File: config.mk
export PLATFORM = sky130hd
export DESIGN_NAME = gate_ctrl
export DESIGN_NICKNAME = d
export VERILOG_FILES = /design/src/rtl/gate_ctrl.sv
export SDC_FILE = /design/constraint.sdc
export NUM_CORES = 1
export LEC_CHECK = 0
export CORE_ASPECT_RATIO = 1.1
export CORE_MARGIN = 5
export CORE_UTILIZATION = 45
export DETAILED_ROUTE_END_ITERATION = 12
export HOLD_SLACK_MARGIN = 0.08
export PLACE_DENSITY = 0.69
export SETUP_SLACK_MARGIN = 0.02
export SYNTH_ARGS = -nofsm -noshare
export SYNTH_HDL_FRONTEND = slang
export SYNTH_SLANG_ARGS = --single-unit
File: constraint.sdc
create_clock -name clk -period 2.2 [get_ports clk]
set_input_delay 0.33 -clock clk [delete_from_list [all_inputs] [get_ports clk]]
set_output_delay 0.33 -clock clk [all_outputs]
set_load 0.1 [all_outputs]
File: src/rtl/gate_ctrl.sv
// ----------------------------------------------------------------------------
// gate_ctrl
// Controls a single-lane gate that carries both entry and exit traffic.
// In IDLE it arbitrates the two requests, giving exit priority. It then opens
// the gate in the granted direction and waits for that direction's pass pulse
// from the two-sensor direction detector, or for the open window to time out.
// Finally it holds the gate closed for a fixed guard time.
// It also keeps the lane occupancy count and the full/empty flags.
//
// Optional feature (macro GATE_STATS_EN):
//   Adds the free-running counters total_in and total_out, which wrap at 8 bits.
//   Adds a saturating timeout counter, timeout_cnt.
//
// Ports:
//   clk          system clock, rising edge
//   rst          asynchronous active-high reset
//   req_in       level, vehicle waiting at entry
//   req_out      level, vehicle waiting at exit
//   pass_in      1-cycle pulse, entry traversal complete
//   pass_out     1-cycle pulse, exit traversal complete
//   gate_open    registered actuator command
//   dir          registered: 00 none, 01 entry, 10 exit
//   occupancy    current vehicle count
//   full         occupancy == MAX_OCC
//   empty        occupancy == 0
//   timeout_err  1-cycle registered pulse when an open window expires
//   total_in     (GATE_STATS_EN) successful entries, wraps
//   total_out    (GATE_STATS_EN) successful exits, wraps
//   timeout_cnt  (GATE_STATS_EN) number of timeouts, saturates at 255
// ----------------------------------------------------------------------------
module gate_ctrl #(
    parameter int MAX_OCC     = 10,
    parameter int CNT_W       = 4,
    parameter int OPEN_TICKS  = 8,
    parameter int CLOSE_TICKS = 3
) (
    input  logic             clk,
    input  logic             rst,
    input  logic             req_in,
    input  logic             req_out,
    input  logic             pass_in,
    input  logic             pass_out,
    output logic             gate_open,
    output logic [1:0]       dir,
    output logic [CNT_W-1:0] occupancy,
    output logic             full,
    output logic             empty,
`ifdef GATE_STATS_EN
    output logic [7:0]       total_in,
    output logic [7:0]       total_out,
    output logic [7:0]       timeout_cnt,
`endif
    output logic             timeout_err
);

    // One timer serves both the open window and the close guard time.
    localparam int TMAX = (OPEN_TICKS > CLOSE_TICKS) ? OPEN_TICKS : CLOSE_TICKS;
    localparam int TW   = (TMAX > 1) ? $clog2(TMAX) : 1;

    localparam logic [TW-1:0]    OPEN_LAST  = TW'(OPEN_TICKS - 1);
    localparam logic [TW-1:0]    CLOSE_LAST = TW'(CLOSE_TICKS - 1);
    localparam logic [CNT_W-1:0] OCC_MAX    = CNT_W'(MAX_OCC);

    localparam logic [1:0] DIR_NONE = 2'b00;
    localparam logic [1:0] DIR_IN   = 2'b01;
    localparam logic [1:0] DIR_OUT  = 2'b10;

    typedef enum logic [1:0] {
        IDLE     = 2'd0,
        OPEN_IN  = 2'd1,
        OPEN_OUT = 2'd2,
        CLOSE    = 2'd3
    } state_t;

    state_t        state;
    logic [TW-1:0] timer;

    // Clamping guards: the arbitration already prevents over- and under-flow.
    // These keep the count sane even if the detector misbehaves.
    function automatic logic [CNT_W-1:0] occ_sat_inc(input logic [CNT_W-1:0] v);
        return (v >= OCC_MAX) ? OCC_MAX : v + 1'b1;
    endfunction

    function automatic logic [CNT_W-1:0] occ_sat_dec(input logic [CNT_W-1:0] v);
        return (v == '0) ? '0 : v - 1'b1;
    endfunction

`ifdef GATE_STATS_EN
    function automatic logic [7:0] sat_inc8(input logic [7:0] v);
        return (v == 8'hFF) ? 8'hFF : v + 8'd1;
    endfunction
`endif

    assign full  = (occupancy == OCC_MAX);
    assign empty = (occupancy == '0);

    always_ff @(posedge clk or posedge rst) begin
        if (rst) begin
            state       <= IDLE;
            timer       <= '0;
            occupancy   <= '0;
            gate_open   <= 1'b0;
            dir         <= DIR_NONE;
            timeout_err <= 1'b0;
`ifdef GATE_STATS_EN
            total_in    <= 8'd0;
            total_out   <= 8'd0;
            timeout_cnt <= 8'd0;
`endif
        end else begin
            timeout_err <= 1'b0;
            case (state)
                IDLE: begin
                    // Exit first: it frees capacity, so a waiting entry can follow.
                    if (req_out && !empty) begin
                        state     <= OPEN_OUT;
                        gate_open <= 1'b1;
                        dir       <= DIR_OUT;
                        timer     <= '0;
                    end else if (req_in && !full) begin
                        state     <= OPEN_IN;
                        gate_open <= 1'b1;
                        dir       <= DIR_IN;
                        timer     <= '0;
                    end
                end

                OPEN_IN: begin
                    // A pass on the last open cycle still counts; no timeout then.
                    if (pass_in) begin
                        occupancy <= occ_sat_inc(occupancy);
`ifdef GATE_STATS_EN
                        total_in  <= total_in + 8'd1;
`endif
                        state     <= CLOSE;
                        gate_open <= 1'b0;
                        dir       <= DIR_NONE;
                        timer     <= '0;
                    end else if (timer == OPEN_LAST) begin
                        timeout_err <= 1'b1;
`ifdef GATE_STATS_EN
                        timeout_cnt <= sat_inc8(timeout_cnt);
`endif
                        state       <= CLOSE;
                        gate_open   <= 1'b0;
                        dir         <= DIR_NONE;
                        timer       <= '0;
                    end else begin
                        timer <= timer + 1'b1;
                    end
                end

                OPEN_OUT: begin
                    if (pass_out) begin
                        occupancy <= occ_sat_dec(occupancy);
`ifdef GATE_STATS_EN
                        total_out <= total_out + 8'd1;
`endif
                        state     <= CLOSE;
                        gate_open <= 1'b0;
                        dir       <= DIR_NONE;
                        timer     <= '0;
                    end else if (timer == OPEN_LAST) begin
                        timeout_err <= 1'b1;
`ifdef GATE_STATS_EN
                        timeout_cnt <= sat_inc8(timeout_cnt);
`endif
                        state       <= CLOSE;
                        gate_open   <= 1'b0;
                        dir         <= DIR_NONE;
                        timer       <= '0;
                    end else begin
                        timer <= timer + 1'b1;
                    end
                end

                CLOSE: begin
                    // Guard time; requests and passes are deliberately ignored.
                    if (timer == CLOSE_LAST) begin
                        state <= IDLE;
                        timer <= '0;
                    end else begin
                        timer <= timer + 1'b1;
                    end
                end

                default: begin
                    state     <= IDLE;
                    timer     <= '0;
                    gate_open <= 1'b0;
                    dir       <= DIR_NONE;
                end
            endcase
        end
    end

endmodule

Word level (Yosys, flattened, before mapping)
Cells that the tools add are included. Widths: inputs -> output; s select.

$add $sub $neg: 3. Order comparisons: 1. Equality and inequality tests: 10. Mux-type cells: 33. Reduce and logical (&&, ||, !) cells: 11.

Operator list (number): $mux 2 (9); $mux 3 (6); $mux 4 (4); $pmux 3 s4 (1); $mux 1 (8); $pmux 2 s4 (1); $pmux 4 s2 (1); $ne 2x2->1 const B (3); $pmux 2 s3 (1); $add 4x1->4 const B (1); $eq 2x2->1 const B (2); $eq 4x4->1 const B (1); $ge 4x4->1 const B (1); $logic_not 4->1 (1); $reduce_and 2->1 (2); $sub 4x1->4 const B (1); $add 3x1->3 const B (1); $eq 3x2->1 const B (1); $eq 3x3->1 const B (1); $ne 3x3->1 const B (1); $pmux 1 s3 (1); $reduce_and 3->1 (1); $reduce_bool 3->1 (1); $eq 2x1->1 const B (1); other kinds (5) (7).

Bits in registers: 13. Logic and storage cells: 64.

Longest topological paths before layout
Gate-level depths: netlist (run 1).

Word-level depth: 6. Gate-level depth with buffers: 7. Mapped depth without buffers: 7.

Worst setup path before layout (run 1)
OpenSTA, ideal clock, no wires.

Kind: reg-to-reg. Start: reg occupancy[0]. End: reg occupancy[0]. Library setup time: 0.125 ns. Arrival: 2.829 ns. Data required time: 2.075 ns. Path slack: -0.753 ns. Stages on the path, launching flop included: 8. Path buffers: 0. Cells stage by stage: dfrtp_1 inv_1 ha_1 or3b_4 inv_1 mux2_2 nor2_1 mux2_2.

Word-level cells in the longest chain between the ends: 4.

Ends and longest elaborated chain: from (decl) (RTL line 45) `output logic [CNT_W-1:0] occupancy,`; from (signal assigned) (RTL line 131) `occupancy <= occ_sat_inc(occupancy);`; from (signal assigned) (RTL line 155) `occupancy <= occ_sat_dec(occupancy);`; $logic_not 4->1; via empty (RTL line 47) `output logic empty,`; $mux 4 (RTL line 85) `return (v == '0) ? '0 : v - 1'b1;`; $mux 4 (RTL line 154) `if (pass_out) begin`; $pmux 4 s2 (RTL line 112) `case (state)`.

The timed path passes the listed nets, and every way through them passes these cells. The select of a mux whose other input is x is not followed. A chain may end at the register's enable or synchronous reset.

Worst setup path after layout (run 1)
Start: reg occupancy[1]. End: reg state[0].

Word-level cells in the longest chain between the ends: 5.

Ends and longest elaborated chain: $eq 4x4->1 / $logic_not 4->1 (equally long branches) (RTL line 94, 95); $logic_not 1->1 (on tied branches) (RTL line 120, 115); $logic_and 1x1->1 (on tied branches) (RTL line 120, 115); $ne 3x3->1 (no source line) / $mux 2 (equally long branches); $reduce_and 2->1 (no source line) / $pmux 2 s4 (equally long branches); to (signal assigned) (RTL line 116) `state <= OPEN_OUT;`; to (signal assigned) (RTL line 121) `state <= OPEN_IN;`; to (signal assigned) (RTL line 135) `state <= CLOSE;`; to (decl) (RTL line 75) `state_t state;`.

Several ways; a longest one is shown, not always the timed one.

==> impl_metrics.tcl, run 1 <==
set metrics [dict create \
    period_share_pct 94.3 \
    grt_pass1_wl_mm 3.22 \
    synthSimpleGateAreaFrac_pct 13.4 \
    routed_wl_mm 2.01 \
    cts_made_buffers 3 \
    synth_fa_ha_area_share_pct 17.0 \
    cts_tree "yes" \
    fmax_ghz 0.482 \
    post-cts-setup-buffers 0 \
    arrival_ns 2.24 \
    hold_viol_final 0 \
    async_flop_share_pct 100 \
    post_cts.resized_instances 0 \
    grt_max_degree 14 \
    overflow 0 \
    synth_compound_area_share_pct 22.3 \
    vias 774 \
    postCtsHoldBufs 0 \
    antenna_found_initial 0 \
    maxCapViolCount 0 \
    final_cells 144 \
    place_inst 140 \
    max_slew_margin_pct 66.7 \
    numClockSinks 13 \
    synth_top_family_by_area "compound AO/OA/AOI/OAI gates" \
    rr_worst_depth 6 \
    hold_class "input port to async pin" \
    startpoint_type "flop" \
    layout.area.seq_um2 335 \
    r2r_end "state[0]" \
    clk_path_buf_depth 2 \
    r2r-start "occupancy[1]" \
    synth_mux_area_share_pct 7.99 \
    start_util_pct 47.2 \
    worst_pin_slew_ns 0.498 \
    syn_area_per_cell_um2 10.0 \
    synth_xor_area_share_pct 0 \
    fill_cells 171 \
    antennaDiodeCount 0 \
    drt_iter0_markers 14 \
    syn_inst 95 \
    synth_seq_area_share_pct 34.1 \
    finalWeightedCongestion 0.856 \
    die_h_um 58.3 \
    syn_to_final_growth_pct 28.3 \
    routed_via_density 5.38 \
    end_kind "flop" \
    fin_crit_ns 2.07 \
    cp.required_ns 2.37 \
    multiInputGateArea_um2 602 \
    placed_area_mm2 0.00120 \
    final_area_mm2 0.00122 \
    layout_common_cells "ha_1, buf_4, inv_1, dfrtp_1" \
    dieArea_mm2 0.00314 \
    synth_edf_count 0 \
    synthDistinctLibCells 29 \
    drt.antenna.violating_nets 0 \
    drc_errors 0 \
    drv_slew 0 \
    clkLatencyLatePin_ns 0.27 \
    synth_top_flop_cell "dfrtp_1" \
    synth_seq_cells 13 \
    grt_usage_pct 14.0 \
    nNetsFinal 136 \
    synth_nets 114 \
    dp_hpwl_mm 1.64 \
    core_mm2 0.00202 \
    rsz0062_at_grt "false" \
    die_x_um 53.9 \
    yosys_warnings 0 \
    grt_pass1_vias 734 \
    cts_root_buf "clkbuf_4" \
    htreeDepth 1 \
    layout_commonest_cell "ha_1" \
    r2r_setup_slack_ns 0.13 \
    status "complete, no violations" \
    clk_pin_slew_worst_paths_ns 0.09 \
    post_synth_instance_area_um2 955 \
    dr.pass1.iters 4 \
    worst_clock_skew_ns 0.00282 \
    io_buffers 15 \
    drive_above_1_share_pct 32.8 \
    ios 16 \
    finalSetupViolations 0 \
    wl_per_cell_um 14.0 \
    worstSetupPathType "flop to flop" \
    path_max_fanout 7 \
    rows 17 \
]
==> metrics by stage <==
| step | worst slack [ns] | hold WS, ns | utilization (%) | TNS [ns] |
|---|---|---|---|---|
| after global routing | 0.0578 | 0.440 | 60.6 | 0 |
| after floorplan | -0.0751 | 0.207 | - | -0.110 |
| after CTS | 0.116 | 0.390 | 60.6 | 0 |
| after global placement | 0.169 | 0.500 | 59.3 | 0 |
| after detailed placement | 0.129 | 0.514 | 59.3 | 0 |
| final | 0.126 | 0.373 | 60.6 | 0 |
==> synthesized netlist by cell type, types with 3 or more instances <==
master     number  area share [%]
a21oi_1         4             2.1
dfrtp_1        13              34
ha_1           13              17
o21ai_0         7             3.7
nor3_1          4             2.1
o2bb2ai_1       3             2.8
mux2_2          5             5.9
nor2_1          7             2.8
inv_1          12             4.7
nor2b_1         3             2.0
==> worst max-delay path by stage <==
stage	start	endpoint	slack, ns	cells past startpoint
global route	occupancy[1]	state[0]	0.06	6
global placement	occupancy[1]	state[0]	0.17	6
finish	occupancy[1]	state[0]	0.13	6
detailed placement	occupancy[1]	state[0]	0.13	6
CTS	occupancy[1]	state[0]	0.12	6
floorplan	occupancy[1]	occupancy[0]	-0.08	7
==> metal layers <==
metal | up-vias | wire length (um) | global-route usage [%]
met5 | - | 0 | 0
met4 | 0 | 13 | 4.38
met3 | 2 | 86 | 4.05
met2 | 18 | 930 | 22.0
met1 | 367 | 979 | 18.4
li1 | 387 | - | -
==> layout make-up <==
cell class / count / area share (%)
clock buffer: 4 / 2.15
sequential: 13 / 27.4
multi-input combinational: 69 / 49.1
tap: 28 / 2.86
inverter: 12 / 4.39
timing repair buffer: 18 / 14.1
==> worst max-delay path: stages (launching register included) <==
cell and delay [ns]:
dfrtp_4 0.52, inv_4 0.08, ha_4 0.14, or3b_4 0.42, a221oi_4 0.30, or2b_4 0.19, mux2_2 0.32
==> registers in the layout, summed over array words and instances (netlist names) <==
| register | cells |
|---|---|
| gate_open | 1 |
| state | 2 |
| occupancy | 4 |
| dir | 2 |
| timer | 3 |
| timeout_err | 1 |
==> cell families (layout without fill, tap and decap cells) <==
kind of cell,Yosys count,in the layout
compound gates,27,27
fa+ha+maj,13,13
buf+inv,13,34
flops,13,13
mux,7,7
simple gates,22,22
Power of run 1 is left out: the tool's default activity adds up to more than one toggle a clock period on the data nets, which glitch-free logic cannot reach.
==> run 2: changes to the inputs <==
--- a/config.mk
+++ b/config.mk
@@ -5,6 +5,7 @@
 export SDC_FILE = /design/constraint.sdc
 export NUM_CORES = 1
 export LEC_CHECK = 0
+export CAP_MARGIN = 10
 export CORE_ASPECT_RATIO = 1.1
 export CORE_MARGIN = 5
 export CORE_UTILIZATION = 45
==> results of run 2 <==
The final DEF is identical to that of run 1; final timing and power are the same.
Power of run 2 is left out for the same reason.
